**src/rtl/diff_scan_ctrl_pkg.sv**
```systemverilog
// Shared definitions for the diff-scan controller: default widths and FSM state encoding.
// Latency: n/a (types and constants only).
// Backpressure: n/a.
package diff_scan_ctrl_pkg;

  localparam int DSC_WIDTH = 32;  // operand width, power of two
  localparam int DSC_IDX_W = 5;   // log2(WIDTH)
  localparam int DSC_CNT_W = 6;   // log2(WIDTH)+1, count must reach WIDTH

  typedef enum logic [1:0] {
    ST_IDLE = 2'd0,
    ST_SCAN = 2'd1,
    ST_DONE = 2'd2
  } state_e;

endpackage

```
**src/rtl/diff_scan_ctrl_lsb_index_enc.sv**
```systemverilog
// Lowest-set-bit encoder: isolates the lowest set bit, then one-hot to binary encodes it.
// Latency: purely combinational.
// Backpressure: none.
// Ports: x_i word to scan; idx_o index of lowest set bit (0 when x_i == 0); zero_o x_i == 0.
module lsb_index_enc #(
  parameter int WIDTH = 32,
  parameter int IDX_W = 5
) (
  input  logic [WIDTH-1:0] x_i,
  output logic [IDX_W-1:0] idx_o,
  output logic             zero_o
);

  logic [WIDTH-1:0] iso;

  // x ^ (x-1) sets every bit up to and including the lowest set bit; masking
  // with x leaves only that bit. For x == 0 the result is 0, so idx_o is 0.
  assign iso    = x_i & (x_i ^ (x_i - WIDTH'(1)));
  assign zero_o = (x_i == '0);

  always_comb begin
    idx_o = '0;
    for (int i = 0; i < WIDTH; i++) begin
      if (iso[i]) idx_o = idx_o | IDX_W'(i);
    end
  end

endmodule

```
**src/rtl/diff_scan_ctrl.sv**
```systemverilog
// Diff-scan controller: latches a ^ b on start and emits the index of every differing bit, lowest first.
// Latency: first index the cycle after start, one per cycle with ready high; done 2 cycles after last handshake.
// Backpressure: idx_valid_o/idx_o hold stable while idx_ready_i is low; abort_i cancels the scan.
// Ports: start_i/abort_i control; operand_a_i/operand_b_i operands; idx_valid_o/idx_ready_i/idx_o index stream;
//        busy_o scan active; done_o completion pulse; equal_o operands identical; count_o indices accepted.
module diff_scan_ctrl
  import diff_scan_ctrl_pkg::*;
#(
  parameter int WIDTH = DSC_WIDTH,
  parameter int IDX_W = DSC_IDX_W,
  parameter int CNT_W = DSC_CNT_W
) (
  input  logic             clk,
  input  logic             rst_n,
  input  logic             start_i,
  input  logic             abort_i,
  input  logic [WIDTH-1:0] operand_a_i,
  input  logic [WIDTH-1:0] operand_b_i,
  output logic             idx_valid_o,
  input  logic             idx_ready_i,
  output logic [IDX_W-1:0] idx_o,
  output logic             busy_o,
  output logic             done_o,
  output logic             equal_o,
  output logic [CNT_W-1:0] count_o
);

  state_e           state_q, state_d;
  logic [WIDTH-1:0] work_q, work_d;
  logic [CNT_W-1:0] count_q, count_d;
  logic             equal_q, equal_d;
  logic             work_zero;
  logic             hs;

  lsb_index_enc #(
    .WIDTH (WIDTH),
    .IDX_W (IDX_W)
  ) u_enc (
    .x_i    (work_q),
    .idx_o  (idx_o),
    .zero_o (work_zero)
  );

  // work_q is only nonzero in SCAN (cleared on abort, drained before DONE),
  // so idx_o reads 0 whenever idx_valid_o is low.
  assign idx_valid_o = (state_q == ST_SCAN) && !work_zero;
  assign hs          = idx_valid_o && idx_ready_i;
  assign busy_o      = (state_q != ST_IDLE);
  assign done_o      = (state_q == ST_DONE);
  assign equal_o     = equal_q;
  assign count_o     = count_q;

  always_comb begin
    state_d = state_q;
    work_d  = work_q;
    count_d = count_q;
    equal_d = equal_q;
    case (state_q)
      ST_IDLE: begin
        if (start_i) begin
          work_d  = operand_a_i ^ operand_b_i;
          count_d = '0;
          equal_d = 1'b0;
          state_d = ST_SCAN;
        end
      end
      ST_SCAN: begin
        // hs implies work_q != 0, so work_q - 1 never wraps.
        if (hs) begin
          work_d  = work_q & (work_q - WIDTH'(1));
          count_d = count_q + CNT_W'(1);
        end
        if (abort_i) begin
          work_d  = '0;
          equal_d = 1'b0;
          state_d = ST_IDLE;
        end else if (work_zero) begin
          equal_d = (count_q == '0);
          state_d = ST_DONE;
        end
      end
      ST_DONE: state_d = ST_IDLE;
      default: state_d = ST_IDLE;
    endcase
  end

  always_ff @(posedge clk or negedge rst_n) begin
    if (!rst_n) begin
      state_q <= ST_IDLE;
      work_q  <= '0;
      count_q <= '0;
      equal_q <= 1'b0;
    end else begin
      state_q <= state_d;
      work_q  <= work_d;
      count_q <= count_d;
      equal_q <= equal_d;
    end
  end

endmodule

```
**config.mk**
```make
export PLATFORM = sky130hd
export DESIGN_NAME = diff_scan_ctrl
export DESIGN_NICKNAME = d
export VERILOG_FILES = /design/src/rtl/diff_scan_ctrl_pkg.sv /design/src/rtl/diff_scan_ctrl_lsb_index_enc.sv /design/src/rtl/diff_scan_ctrl.sv
export SDC_FILE = /design/constraint.sdc
export NUM_CORES = 1
export LEC_CHECK = 0
export CAP_MARGIN = 15
export CORE_AREA = 4 4 83 85
export CTS_CLUSTER_SIZE = 8
export DETAILED_ROUTE_END_ITERATION = 10
export DIE_AREA = 0 0 87 89
export HOLD_SLACK_MARGIN = 0.12
export PLACE_DENSITY_LB_ADDON = 0.15
export SYNTH_ARGS = -nofsm -noshare
export SYNTH_HDL_FRONTEND = slang
export SYNTH_HIERARCHICAL = 1
export SYNTH_SLANG_ARGS = --single-unit
```
**constraint.sdc**
```tcl
create_clock -name clk -period 3.4 [get_ports clk]
set_clock_uncertainty 0.1 [all_clocks]
set_input_delay 0.68 -clock clk [delete_from_list [all_inputs] [get_ports clk]]
set_output_delay 0.68 -clock clk [all_outputs]
set_load 0.1 [all_outputs]
```
==> results.cfg, run 1 <==
[global_routing]
grt_start_max_net_pins = 42
grt_pass1_vias = 2877
globalRouteOverflowTotal = 0
grt_use_total = 0.213
grt_pass1_wl_mm = 13.1
antenna_found_initial = 0

[layout]
syn_to_final_growth_pct = 37.5
final_nets = 510
fillerInstances = 549
stdcell_count = 517
diodes = 0
finalInstanceArea_sq_um = 4080
drive_gt1_frac = 0.139
utilization = 0.657
register_area_sq_um = 1030
multiInputGateArea_sq_um = 1830

[yosys]
syn_area_sq_um = 2960
ys_ff_latch = 41
yosysUniqueCellTypes = 61
ys_seq_area_frac = 0.346
synth_edf_count = 0
syn_nets = 419
syn_avg_cell_area_sq_um = 8.51
synthArstFlopShare = 1.00
synthCells = 348
synth_warnings = 6
synth_ff_type = dfrtp_1

[drt]
via_count = 3017
dr.pass1.iters = 4
viasPerCell = 5.84
finalWirelength_mm = 8.00
drcViolationCount = 0
first_iter_violations = 184
wl_per_cell_um = 15.5
ant_nets = 0

[worst_setup_path]
startpoint_type = flip-flop
reg2reg_setup_slack_ns = 0.40
ff2ff_path_depth = 9
cp-end-kind = primary output
worstReg2RegEnd = work_q[30]$_DFFE_PN0P_
critPathCapture = idx_o[0]
r2r_start = work_q[2]$_DFFE_PN0P_
critPathLaunch = work_q[2]$_DFFE_PN0P_
crit_required_ns = 2.62
crit_fanout = 6
timing_worst_setup_path_type = flip-flop to primary output
cp.arrival_ns = 2.54

[pwr]
p_leak_nw = 1.69
irDropWorstVdd_mv = 0.388
p_per_area_nw_per_um2 = 523

[clock_tree]
cts_tree = yes
clk_latency_ns = 0.30
cts_buffers = 5
root_buffer = clkbuf_8
cts.clk_slew.worst_paths_ns = 0.08
hold_buffers = 0
htreeDepth = 2
cts_sinks = 41
cts_buffer_depth = 2

[floorplan]
die_width_um = 87
die_area_sq_um = 7740
num_rows = 29
die_y_um = 89
num_io_pins = 84
start_util = 0.478
coreArea_sq_um = 6200

[timing]
maxClockFrequency_mhz = 301
min_period_ns = 3.32
drv_slew = 0
worst_slack_ns = 0.0758
fin_setup_tns_ns = 0
fin_crit_sh = 0.978
max_slew_margin = 0.367
hold_violations = 0
setup_viol = 0
worstMarginPinSlew_ns = 0.950

[hold_path]
hp-class = flip-flop to flip-flop

[placement]
placed_cells = 503
placed_area_sq_um = 3940
port_buffers = 83
place_congestion = 0.865
pre_cts_slack_ns = 0.314
dp_hpwl_mm = 6.06

[run_status]
status = finished, final reports clean

[flow_run]
maxCapViolCount = 0
==> where the power goes <==
part / internal (W) / leakage, nW / switching (W)
Clock: 0.000142 / 0.0439 / 0.000177
Combinational: 0.000436 / 1.12 / 0.000633
Sequential: 0.000575 / 0.531 / 0.000169
Total: 0.00115 / 1.69 / 0.000978
==> state kept, by name, summed over array words and instances (netlist names) <==
register	cells
count_o	6
equal_o	1
state_q	2
work_q	32
==> Yosys cell counts (4+ instances only) <==
cell type | n | share of area
o21ai_1 | 10 | 0.017
clkbuf_1 | 10 | 0.013
xnor2_1 | 21 | 0.062
nand2b_1 | 5 | 0.011
nand3_1 | 6 | 0.010
o22ai_1 | 15 | 0.032
a22oi_1 | 8 | 0.020
nor2_1 | 32 | 0.041
nor4_1 | 6 | 0.013
o21ai_0 | 13 | 0.022
nor2b_1 | 7 | 0.015
a21oi_1 | 15 | 0.025
nand2_1 | 32 | 0.041
or4_1 | 4 | 0.010
o211ai_1 | 7 | 0.018
xor2_1 | 14 | 0.041
nor3_1 | 16 | 0.027
dfrtp_1 | 41 | 0.35
nand4_1 | 5 | 0.011
inv_1 | 19 | 0.024
o311ai_0 | 4 | 0.012
==> cell usage in the layout, fill, tap and decap left out, drive strengths merged, types with 2 or more instances in the layout <==
| cell | netlist | routed |
|---|---|---|
| clkdlybuf4s50 | 0 | 67 |
| dfrtp | 41 | 41 |
| nor2 | 32 | 32 |
| nand2 | 32 | 32 |
| buf | 2 | 29 |
| o21ai | 23 | 23 |
| xnor2 | 21 | 21 |
| inv | 19 | 19 |
| nor3 | 16 | 16 |
| a21oi | 15 | 15 |
| o22ai | 15 | 15 |
| xor2 | 14 | 14 |
| nor4 | 11 | 11 |
| a22oi | 8 | 8 |
| o211ai | 8 | 8 |
| nor2b | 7 | 7 |
| nand3 | 6 | 6 |
| nand4 | 5 | 5 |
| nand2b | 5 | 5 |
| clkbuf | 10 | 5 |
| or4 | 5 | 5 |
| o311ai | 4 | 4 |
| o221ai | 3 | 3 |
| o2111ai | 3 | 3 |
| or3 | 3 | 3 |
| or2 | 3 | 3 |
| nand4b | 3 | 3 |
| or3b | 2 | 2 |
| a31oi | 2 | 2 |
| o21bai | 2 | 2 |
| a32oi | 2 | 2 |
| o41ai | 2 | 2 |
| ha | 2 | 2 |
| clkinv | 0 | 2 |
| and3 | 2 | 2 |
| o22a | 2 | 2 |
==> what timing repair did <==
item | 4_1_cts | 5_1_grt
pin swaps | 1 | 3
endpoints found under the setup margin | 1 | 2
setup buffers | 2 | 4
hold endpoints to repair | 0 | 0
gates resized for setup | 1 | 2
gates cloned | 0 | 0
==> routing by layer <==
layer / vias to the layer above / track usage / routed length, um
li1: 1471 / - / -
met3: 15 / 0.0452 / 507
met5: - / 0 / 0
met4: 0 / 0.0737 / 150
met1: 1439 / 0.270 / 3400
met2: 92 / 0.361 / 3940
==> final cells by class <==
cell class,count,area share
Sequential cell,41,0.252
Multi-Input combinational cell,276,0.449
Inverter,19,0.0175
Tap cell,77,0.0236
Clock buffer,5,0.0169
Clock inverter,3,0.00430
Timing Repair Buffer,96,0.236
==> stage by stage <==
stage	hold slack [ns]	total power, W
2_1_floorplan	0.284	0.00143
3_3_place_gp	0.367	0.00178
3_5_place_dp	0.371	0.00180
4_1_cts	0.394	0.00213
5_1_grt	0.420	0.00227
6_report	0.386	0.00213
==> cell families after synthesis <==
logic type,Yosys count,synth area share
buffers and inverters,31,0.0401
adders and majority gates,2,0.00844
AOI/OAI and AO/OA,99,0.229
DFF,41,0.346
muxes,1,0.00380
xor gates and xnor gates,35,0.103
and+or+nand+nor,139,0.269
==> critical path, cell delays in order, from the launching register on <==
cell	delay [ns]
dfrtp_2	0.43
or4_4	0.54
nand4b_4	0.23
or2_4	0.29
or4_1	0.40
nand4_1	0.15
buf_12	0.20
==> worst min-delay path by stage <==
| stage | from | endpoint | slack (ns) | cells after the start |
|---|---|---|---|---|
| 2_1_floorplan | rst_n | count_o[0]$_DFFE_PN0P_ | 0.28 | 0 |
| 3_3_place_gp | equal_o$_DFFE_PN0P_ | equal_o$_DFFE_PN0P_ | 0.37 | 2 |
| 3_5_place_dp | equal_o$_DFFE_PN0P_ | equal_o$_DFFE_PN0P_ | 0.37 | 2 |
| 4_1_cts | equal_o$_DFFE_PN0P_ | equal_o$_DFFE_PN0P_ | 0.39 | 2 |
| 5_1_grt | equal_o$_DFFE_PN0P_ | equal_o$_DFFE_PN0P_ | 0.42 | 2 |
| 6_report | equal_o$_DFFE_PN0P_ | equal_o$_DFFE_PN0P_ | 0.39 | 2 |
No activity file was read; power rests on OpenSTA's default activity.
==> inputs of run 2 (changes only) <==
Settings changed: CAP_MARGIN 15 to 25, CTS_BUF_LIST from default to sky130_fd_sc_hd__clkbuf_16.
==> results.cfg, run 2 (same netlist as run 1, synthesis figures left out) <==
[floorplan]
die_width_um = 87
die_area_sq_um = 7740
num_io_pins = 84
coreArea_sq_um = 6200
num_rows = 29
die_y_um = 89
start_util = 0.478

[pwr]
p_leak_nw = 1.72
irDropWorstVdd_mv = 0.395
p_per_area_nw_per_um2 = 552
power_w = 0.00229

[placement]
port_buffers = 83
pre_cts_slack_ns = 0.314
dp_hpwl_mm = 6.06
place_congestion = 0.865

[drt]
ant_nets = 0
first_iter_violations = 228
wl_per_cell_um = 15.8
via_count = 3057
drcViolationCount = 0
viasPerCell = 5.91
finalWirelength_mm = 8.17
dr.pass1.iters = 5

[layout]
diodes = 0
drive_gt1_frac = 0.139
final_cell_mix = clkdlybuf4s50_1 (67), dfrtp_1 (39), nor2_1 (32), nand2_1 (32)
final_nets = 510
largest_reg_flops = 32
syn_to_final_growth_pct = 39.9
regMostFlops = work_q
layout_commonest_cell = clkdlybuf4s50_1

[timing]
maxClockFrequency_mhz = 297
max_slew_margin = 0.621
worstMarginPinSlew_ns = 0.564
drv_slew = 0
setup_viol = 0
fin_setup_tns_ns = 0
min_period_ns = 3.37
worst_slack_ns = 0.0286
hold_violations = 0
fin_crit_sh = 0.992

[global_routing]
grt_pass1_vias = 2904
grt_pass1_wl_mm = 13.3
met1_usage = 0.274
busiest_layer = met2
met2_usage = 0.368
grt_start_max_net_pins = 42
grt_use_total = 0.216
antenna_found_initial = 0
use_met3 = 0.0424
globalRouteOverflowTotal = 0

[clock_tree]
cts.clk_slew.worst_paths_ns = 0.06
cts_buffer_depth = 2
root_buffer = clkbuf_16
clk_latency_ns = 0.28
cts_buffers = 5
htreeDepth = 2
cts_sinks = 41
cts_tree = yes

[worst_setup_path]
timing_worst_setup_path_type = flip-flop to primary output
crit_fanout = 6
crit_required_ns = 2.62
cp_slowest_cell = or4_4
startpoint_type = flip-flop
cp-end-kind = primary output
cpPeakStageDelay_ns = 0.54
critical_path_buf_inv_count = 1
crit_chain = or4_4, nand4b_4, or2_4, or4_1, nand4_1, buf_12
crit_family = simple AND/OR/NAND/NOR gates
cp.arrival_ns = 2.59

[hold_path]
hp-class = primary input to asynchronous set/reset pin

[flow_run]
maxCapViolCount = 0

[run_status]
status = finished, final reports clean
-- run 2: area by class of cell --
class / instances / area [sq um]
multi-input combinational: 276 / 1830
clock buffer: 5 / 125
inverter: 19 / 71.3
clock inverter: 3 / 17.5
sequential: 41 / 1030
fill: 538 / 2060
timing repair buffer: 96 / 973
tap: 77 / 96.3
-- run 2: stage by stage --
step	instance area [sq um]	util	hold slack (ns)	instances
after CTS	4080	0.658	0.389	511
final	4140	0.668	0.258	517
after global placement	3940	0.635	0.367	503
after floorplan	2970	-	0.284	348
after global routing	4140	0.668	0.283	517
after detailed placement	3940	0.635	0.371	503
-- run 2: report_power, final --
| group | switching [W] | internal, W | total, W | leakage [nW] |
|---|---|---|---|---|
| Combinational | 0.000636 | 0.000436 | 0.00107 | 1.12 |
| Clock | 0.000196 | 0.000269 | 0.000466 | 0.0696 |
| Sequential | 0.000173 | 0.000576 | 0.000749 | 0.531 |
-- run 2: per-layer routing --
layer  wire length, um  vias to the layer above
met1              3410                     1446
met5                 0                        -
met3               555                       23
li1                  -                     1474
met4               191                        0
met2              4010                      114
-- run 2: worst paths after layout --
check	startpoint	end	slack, ns	cells after the start
setup / recovery	work_q[1]$_DFFE_PN0P_	idx_o[0]	0.03	6
hold / removal	rst_n	work_q[9]$_DFFE_PN0P_	0.26	2
setup reg to reg	work_q[1]$_DFFE_PN0P_	work_q[22]$_DFFE_PN0P_	0.34	9
hold reg to reg	equal_o$_DFFE_PN0P_	equal_o$_DFFE_PN0P_	0.38	2
max in group asynchronous	rst_n	work_q[1]$_DFFE_PN0P_	2.72	2
min in group clk	equal_o$_DFFE_PN0P_	equal_o$_DFFE_PN0P_	0.38	2
-- run 2: repair_timing --
item,4_1_cts,5_1_grt
hold buffers,0,0
setup buffers,0,5
resized for setup,0,3
setup endpoints to repair,0,2
endpoints found under the hold margin,0,0
